`config.mk`:
```
export PLATFORM = sky130hd
export DESIGN_NAME = meat_cook_controller_flat
export DESIGN_NICKNAME = d
export VERILOG_FILES = /design/src/rtl/meat_cook_controller_if.sv /design/src/rtl/meat_cook_controller.sv /design/src/flat_wrapper.sv
export SDC_FILE = /design/constraint.sdc
export NUM_CORES = 1
export LEC_CHECK = 0
export ABC_AREA = 1
export CAP_MARGIN = 5
export CORE_MARGIN = 2
export CORE_UTILIZATION = 35
export CTS_BUF_LIST = sky130_fd_sc_hd__clkbuf_2
export CTS_CLUSTER_SIZE = 20
export DETAILED_ROUTE_END_ITERATION = 10
export GPL_TIMING_DRIVEN = 0
export PLACE_DENSITY = 0.52
export SETUP_SLACK_MARGIN = 0.2
export SLEW_MARGIN = 20
export SYNTH_ARGS = -nofsm -noshare
export SYNTH_HDL_FRONTEND = slang
export SYNTH_SLANG_ARGS = --single-unit
export TNS_END_PERCENT = 30
```
`constraint.sdc`:
```
create_clock -name clk -period 2.4 [get_ports clk]
set_input_delay 0.48 -clock clk [delete_from_list [all_inputs] [get_ports clk]]
set_output_delay 0.48 -clock clk [all_outputs]
set_load 0.03 [all_outputs]
```
`src/rtl/meat_cook_controller_if.sv`:
```
// meat_cook_controller_if: control inputs and face-up colour/status outputs of one meat piece.
interface meat_cook_controller_if;
    logic       enable;
    logic       flip;
    logic       respawn;
    logic [8:0] colour_fat;
    logic [8:0] colour_muscle;
    logic [1:0] state;
    logic       cooked;
    logic       burnt;
    modport master (output enable, flip, respawn, input colour_fat, colour_muscle, state, cooked, burnt);
    modport slave (input enable, flip, respawn, output colour_fat, colour_muscle, state, cooked, burnt);
endinterface

```
`src/rtl/meat_cook_controller.sv`:
```
// meat_cook_controller: two-sided grill piece; the face-down side cooks on a prescaled tick, flip swaps sides.
// Optional FLIP_COOLDOWN_EN: an accepted flip locks out further flips for COOLDOWN_TICKS ticks.
module meat_cook_controller #(
    parameter int TICK_DIV       = 25000000,
    parameter int LEVEL_RARE     = 4,
    parameter int LEVEL_DONE     = 8,
    parameter int LEVEL_BURNT    = 12,
    parameter int COOLDOWN_TICKS = 2
) (
    input logic                   clk,
    input logic                   reset,
    meat_cook_controller_if.slave bus
);
    localparam int PW = $clog2(TICK_DIV);
    localparam logic [1:0] S_IDLE = 2'd0, S_COOK = 2'd1, S_BURNT = 2'd2;
    localparam logic [3:0] L_RARE = 4'(LEVEL_RARE), L_DONE = 4'(LEVEL_DONE), L_BURNT = 4'(LEVEL_BURNT);

    logic [1:0]    r_state, w_state_nxt;
    logic [3:0]    r_down, r_up, w_down_nxt, w_up_nxt, w_down_inc;
    logic [PW-1:0] r_pre, w_pre_nxt;
    logic          r_flip_q;
    logic          w_flip_pulse, w_run, w_tick, w_flip_ok;
    logic [8:0]    r_fat, r_muscle, w_fat_nxt, w_muscle_nxt;
    logic          r_cooked, r_burnt, w_cooked_nxt, w_burnt_nxt;

    assign w_flip_pulse = bus.flip & ~r_flip_q;
    assign w_run        = r_state == S_COOK && bus.enable;
    assign w_tick       = w_run && r_pre == PW'(TICK_DIV - 1);
    assign w_down_inc   = (w_tick && r_down < L_BURNT) ? r_down + 4'd1 : r_down;

`ifdef FLIP_COOLDOWN_EN
    localparam int CW = $clog2(COOLDOWN_TICKS + 2);
    logic [CW-1:0] r_cool, w_cool_nxt;
    assign w_flip_ok  = w_run && w_flip_pulse && r_cool == '0;
    assign w_cool_nxt = bus.respawn ? '0 :
                        w_flip_ok ? CW'(COOLDOWN_TICKS) :
                        (w_tick && r_cool != '0) ? r_cool - CW'(1) : r_cool;
    always_ff @(posedge clk or posedge reset) begin
        if (reset) r_cool <= '0;
        else       r_cool <= w_cool_nxt;
    end
`else
    assign w_flip_ok = w_run && w_flip_pulse;
`endif

    always_ff @(posedge clk or posedge reset) begin
        if (reset) begin
            r_state  <= S_IDLE;
            r_down   <= '0;
            r_up     <= '0;
            r_pre    <= '0;
            r_flip_q <= 1'b1;
        end else begin
            r_state  <= w_state_nxt;
            r_down   <= w_down_nxt;
            r_up     <= w_up_nxt;
            r_pre    <= w_pre_nxt;
            r_flip_q <= bus.flip;
        end
    end

    // The old up side is never burnt while cooking, so only the incremented down side can trigger the burn.
    always_comb begin
        w_state_nxt = r_state;
        w_pre_nxt   = r_pre;
        w_down_nxt  = r_down;
        w_up_nxt    = r_up;
        if (bus.respawn) begin
            w_state_nxt = S_IDLE;
            w_pre_nxt   = '0;
            w_down_nxt  = '0;
            w_up_nxt    = '0;
        end else if (r_state == S_IDLE) begin
            w_state_nxt = bus.enable ? S_COOK : S_IDLE;
        end else if (w_run) begin
            w_pre_nxt   = w_tick ? '0 : r_pre + PW'(1);
            w_down_nxt  = w_flip_ok ? r_up : w_down_inc;
            w_up_nxt    = w_flip_ok ? w_down_inc : r_up;
            w_state_nxt = w_down_inc == L_BURNT ? S_BURNT : S_COOK;
        end
    end

    always_comb begin
        w_burnt_nxt  = r_state == S_BURNT;
        w_cooked_nxt = !w_burnt_nxt && r_up >= L_DONE && r_down >= L_DONE;
        w_muscle_nxt = w_burnt_nxt ? 9'o000 : r_up >= L_DONE ? 9'o420 : r_up >= L_RARE ? 9'o500 : 9'o700;
        w_fat_nxt    = w_burnt_nxt ? 9'o111 : r_up >= L_DONE ? 9'o642 : r_up >= L_RARE ? 9'o664 : 9'o766;
    end

    always_ff @(posedge clk or posedge reset) begin
        if (reset) begin
            r_muscle <= 9'o700;
            r_fat    <= 9'o766;
            r_cooked <= 1'b0;
            r_burnt  <= 1'b0;
        end else begin
            r_muscle <= w_muscle_nxt;
            r_fat    <= w_fat_nxt;
            r_cooked <= w_cooked_nxt;
            r_burnt  <= w_burnt_nxt;
        end
    end

    assign bus.colour_muscle = r_muscle;
    assign bus.colour_fat    = r_fat;
    assign bus.state         = r_state;
    assign bus.cooked        = r_cooked;
    assign bus.burnt         = r_burnt;
endmodule
```
`src/flat_wrapper.sv`:
```
// flat-port wrapper written by rule: the top's interface ports become plain ports
module meat_cook_controller_flat 
#(
    parameter int TICK_DIV       = 25000000,
    parameter int LEVEL_RARE     = 4,
    parameter int LEVEL_DONE     = 8,
    parameter int LEVEL_BURNT    = 12,
    parameter int COOLDOWN_TICKS = 2
)
  (clk, reset, bus_enable, bus_flip, bus_respawn, bus_colour_fat, bus_colour_muscle, bus_state, bus_cooked, bus_burnt);
  meat_cook_controller_if bus_i ();
  input logic clk;
  input logic reset;
  input wire logic [$bits(bus_i.enable)-1:0] bus_enable;
  input wire logic [$bits(bus_i.flip)-1:0] bus_flip;
  input wire logic [$bits(bus_i.respawn)-1:0] bus_respawn;
  output wire logic [$bits(bus_i.colour_fat)-1:0] bus_colour_fat;
  output wire logic [$bits(bus_i.colour_muscle)-1:0] bus_colour_muscle;
  output wire logic [$bits(bus_i.state)-1:0] bus_state;
  output wire logic [$bits(bus_i.cooked)-1:0] bus_cooked;
  output wire logic [$bits(bus_i.burnt)-1:0] bus_burnt;
  assign bus_i.enable = bus_enable;
  assign bus_i.flip = bus_flip;
  assign bus_i.respawn = bus_respawn;
  assign bus_colour_fat = bus_i.colour_fat;
  assign bus_colour_muscle = bus_i.colour_muscle;
  assign bus_state = bus_i.state;
  assign bus_cooked = bus_i.cooked;
  assign bus_burnt = bus_i.burnt;
  meat_cook_controller #(.TICK_DIV(TICK_DIV), .LEVEL_RARE(LEVEL_RARE), .LEVEL_DONE(LEVEL_DONE), .LEVEL_BURNT(LEVEL_BURNT), .COOLDOWN_TICKS(COOLDOWN_TICKS)) u_core (.clk(clk), .reset(reset), .bus(bus_i));
endmodule
```
Yosys cells after proc, flatten, opt, wreduce, memory -nomap -nowiden
Cells that the tools add are included.

$add $sub $neg: 2. Magnitude comparators: 4. Eq/ne operators: 5. Mux-type cells: 24. Bitwise operators: 2. Reduce and logical (&&, ||, !) cells: 13.

Operator list (count): 25-bit two-way mux (4); 4-bit two-way mux (9); 9-bit two-way mux (4); 25-bit by 1-bit adder with 25-bit output (second input constant) (1); 25-bit == test (second input constant) (1); 4-bit greater-or-equal comparator (second input constant) (2); 2-bit two-way mux (4); 8-bit two-way mux (1); 7-bit two-way mux (1); 1-bit logical AND (6); 4-bit by 1-bit adder with 4-bit output (second input constant) (1); 4-bit == test (second input constant) (1); 4-bit by 3-bit greater-or-equal comparator with 1-bit output (second input constant) (1); 4-bit less-than comparator (second input constant) (1); 2-bit nonzero test (2); 3-bit AND reduction (1); 3-bit nonzero test (1); 2-bit by 1-bit == test with 1-bit output (second input constant) (1); 2-bit == test (second input constant) (1); 2-bit zero test (1); 2-bit inequality test (second input constant) (1); 2-bit AND reduction (1); 1-bit AND (1); 1-bit zero test (1); 2 further kinds (2).

Bits in registers: 56. Bits of input ports: 5. Output and inout port bits: 22. Logic and storage cells: 59.

Longest topological paths before layout
Depth in word-level cells: 10. Gate-level depth with buffers: 11. Mapped depth without buffers: 11.

Worst setup path after synthesis
OpenSTA, ideal clock, no wires.

Path type: register to register. Start: reg u_core.r_state[0], in the netlist u_core.bus.state[0]. End: reg u_core.r_pre[13]. Library setup time: 0.123 ns. Data arrival time: 1.487 ns. Data required time: 2.277 ns. Slack: 0.791 ns. Stages on the path, launching flop included: 10. Path buffers: 1. Clock period less this slack: 1.609 ns. Cells stage by stage: dfrtp_1 > inv_1 > nor2_2 > nand2_1 > nor2_4 > nand2_2 > nand2_4 > inv_2 > buf_2 > o221a_2.

Longest elaborated chain between the ends: 7. Elaborated cells on any way between the ends: 11.

RTL lines: start, declared (RTL line meat_cook_controller.sv:18) `logic [1:0] r_state, w_state_nxt;`; start signal, assigned (RTL line meat_cook_controller.sv:54) `r_state <= w_state_nxt;`; 2-bit by 1-bit == test with 1-bit output (RTL line meat_cook_controller.sv:27) `assign w_run = r_state == S_COOK && bus.enable;`; 1-bit logical AND (RTL line meat_cook_controller.sv:27); 1-bit logical AND (RTL line meat_cook_controller.sv:28) `assign w_tick = w_run && r_pre == PW'(TICK_DIV - 1);`; 25-bit two-way mux (RTL line meat_cook_controller.sv:76) `w_pre_nxt = w_tick ? '0 : r_pre + PW'(1);`; 25-bit two-way mux (RTL line meat_cook_controller.sv:75) `end else if (w_run) begin`; 25-bit two-way mux (RTL line meat_cook_controller.sv:73) `end else if (r_state == S_IDLE) begin`; 25-bit two-way mux (RTL line meat_cook_controller.sv:68) `if (bus.respawn) begin`; end signal, assigned (RTL line meat_cook_controller.sv:57) `r_pre <= w_pre_nxt;`; end, declared (RTL line meat_cook_controller.sv:20) `logic [PW-1:0] r_pre, w_pre_nxt;`.

Several ways; a longest one is shown, not always the timed one. The select of a mux whose other input is x is not followed. A chain may end at the register's enable or synchronous reset.

==> flow_summary.ini <==
[run_status]
status = complete, no violations

[clock_network]
clk_latency_ns = 0.42
cts_max_level = 2
path_clk_slew_ns = 0.24
clock_sinks = 44
clk_path_buf_depth = 2
cts-root-buf = clkbuf_2
cts_buffers = 5
cts_hold_buffers = 0
cts_tree = yes

[sta]
fin_crit_ns = 2.237
hold_violations = 0
rsz0062_at_grt = yes
setup_viol = 0
final-max-slew-violation-count = 0
fin_worst_skew_ns = 0.01634
holdWs_ns = 0.2921
fmax_ghz = 0.4470
post-route-period-util_pct = 93.21

[routing]
drc = 0
highest_layer = met4
drt_iter0_markers = 69
dr_wl_met2_mm = 2.145
wl_met3_um = 183
avgViaCountPerCell = 4.503
vias = 1977
drtAntennaViolNets = 0
dr.pass1.iters = 4
wirelength_mm = 5.161
wl_per_cell_um = 11.76
routedLengthMet1_mm = 2.737

[synth]
synth_mux_area_share_pct = 0
yosysSeqAreaShare_pct = 44.54
syn_area_per_cell_um2 = 8.054
synthCells = 309
synth-adder-area-share_pct = 1.508
yosys.area_share.simple_pct = 30.87
synth_compound_area_share_pct = 9.854
ys_ff_latch = 44
synth_xor_xnor_area_share_pct = 2.112
netlist_area_um2 = 2489
synth_top_family_by_area = simple AND/OR/NAND/NOR gates
ys_warn_count = 0
ys_types = 33

[global_route]
grt_max_degree = 32
gr-total-overflow = 0
grt_util_all_layers_pct = 14.53
grt_pass1_wl_mm = 8.700
grt_pass1_vias = 1865
antenna_found_initial = 0

[layout]
area_growth_pct = 16.59
n_antenna_cell = 0
layout-drive-gt1-share_pct = 22.74
fillers = 763
nNetsFinal = 350
final_util_pct = 42.47

[die]
die_h_um = 88.33
rows = 30
dieWidth_um = 88.33
io_pins = 27
start_util_pct = 36.43
core_area_um2 = 6832
die-area_um2 = 7801

[run]
drv_cap = 0

[worst_setup_path]
rr_endpoint = u_core.r_pre[17]
cpMaxStageDelayCell = clkdlybuf4s50_1
reg2reg_depth = 11
critical_path.cell_chain = buf_4 > clkdlybuf4s50_1
endpoint_kind = output pin
crit_required_ns = 1.92
cpPeakStageDelay_ns = 0.65
criticalPathCategory = reg2out
rrSetupSlack_ns = 0.60
worstPathMaxFanout = 3
crit_path_start_kind = flop
timing.rr.start = u_core.r_pre[0]
cp.arrival_ns = 1.76

[power_and_ir_drop]
power.density_nw_per_um2 = 406.1
p_leak_nw = 1.249
ir_drop_uv = 231.0

[placed_design]
dp.final_hpwl_mm = 4.061
globalplace.congestion = 0.7941
numPortBuffers = 21

[min_path]
min-delay-path-class = in2async
layer usage:
metal / vias to the layer above / track usage [%]
met5: - / 0
met4: 0 / 5.096
met3: 8 / 3.078
met2: 37 / 21.94
met1: 892 / 20.70
li1: 1040 / -
worst max-delay path by stage:
stage / startpoint / endpoint / slack (ns) / cells after the start
floorplan: u_core.bus.state[0] / u_core.r_pre[13] / 0.79 / 9
global placement: reset / u_core.r_pre[21] / -0.10 / 2
detailed placement: bus_respawn / u_core.r_pre[13] / 0.17 / 7
CTS: u_core.bus.colour_fat[7] / bus_colour_fat[8] / 0.11 / 2
global route: u_core.bus.colour_fat[4] / bus_colour_muscle[6] / 0.06 / 2
finish: u_core.bus.colour_fat[4] / bus_colour_muscle[6] / 0.16 / 2
power breakdown:
| group | leakage [nW] | switching, W | internal, W |
|---|---|---|---|
| logic | 0.624 | 0.0000710 | 0.0000312 |
| registers | 0.592 | 0.00000454 | 0.000750 |
| clock network | 0.0327 | 0.000251 | 0.0000707 |
state kept, by name, indices dropped and copies added, names as in the netlist:
signal	flops
u_core.r_up	4
u_core.bus.cooked	1
u_core.bus.colour_muscle	2
u_core.r_down	4
u_core.r_flip_q	1
u_core.bus.state	2
u_core.r_pre	25
u_core.bus.colour_fat	5
kinds of logic after synthesis:
family | count (synthesis)
AO/OA/AOI/OAI | 43
XOR/XNOR | 6
adder cells (fa/ha/maj) | 3
buffers and inverters | 60
flip-flops | 44
other | 1
AND/OR/NAND/NOR | 152
placed cells by master, fill, tap and decap left out, types with 3 or more instances in the layout:
master	instances
dfstp_2	6
inv_2	15
nor3b_1	3
o21ai_1	8
nor2_4	6
o21ai_0	13
nand3_1	20
buf_4	12
nor3_1	6
nor2_1	36
inv_1	31
a21oi_1	12
clkbuf_2	5
a211oi_1	3
clkdlybuf4s50_1	18
xor2_1	4
nand2_1	50
ha_1	3
nand4_1	6
dfrtp_1	38
nand2_2	10
conb_1	5
nor2_2	9
timing repair:
action,CTS,global route
setup endpoints to repair,6,9
buffers inserted,0,0
resized for setup,1,2
Yosys cell counts:
master	n	area, um^2
ha_1	3	37.54
inv_2	14	52.55
nand2_2	10	62.56
a21oi_1	12	60.06
conb_1	1	3.750
o22ai_1	2	12.51
nor3_2	1	10.01
dfrtp_1	38	950.9
nor3b_1	3	22.52
nand4_1	6	37.54
o21ai_1	8	40.04
o21ai_0	13	65.06
a31o_2	1	8.760
nor3_1	6	30.03
nand2_4	2	22.52
inv_1	32	120.1
a21oi_2	1	8.760
nand3_1	20	100.1
buf_4	12	90.09
o211a_1	1	10.01
nand2_1	50	187.7
nand3_2	2	20.02
nor2_2	9	56.30
o221a_2	1	11.26
xnor2_1	2	17.52
nor2_4	6	67.56
a211oi_1	3	22.52
nor2_1	36	135.1
dfstp_2	6	157.7
buf_2	2	10.01
a31oi_1	1	6.260
xor2_1	4	35.03
nor3_4	1	16.27
stage by stage:
stage | setup slack [ns] | power [W] | instance area (um^2) | std cells | TNS [ns]
4_1_cts | 0.1053 | 0.001205 | 2897 | 439 | 0
5_1_grt | 0.06096 | 0.001239 | 2902 | 439 | 0
3_3_place_gp | -0.1035 | 0.0008670 | 2834 | 430 | -3.866
2_1_floorplan | 0.7905 | 0.0008363 | 2504 | 313 | 0
3_5_place_dp | 0.1655 | 0.0008717 | 2854 | 431 | 0
6_report | 0.1629 | 0.001178 | 2902 | 439 | 0
layout make-up:
type | instances | area [um^2] | share of cell area (%)
Tap cell | 96 | 120.1 | 4.140
Sequential cell | 44 | 1109 | 38.21
Inverter | 46 | 172.7 | 5.951
Buffer | 14 | 100.1 | 3.450
Clock inverter | 3 | 18.77 | 0.6468
Multi-Input combinational cell | 209 | 1122 | 38.68
Clock buffer | 5 | 25.02 | 0.8624
Timing Repair Buffer | 22 | 234.0 | 8.064
worst max-delay path: cells and delay by family, from the launching register on:
kind                   cells  cell delay, ns
flip-flops                 1            0.59
buffers and inverters      2            0.74
Power figures use the tool's default switching activity.
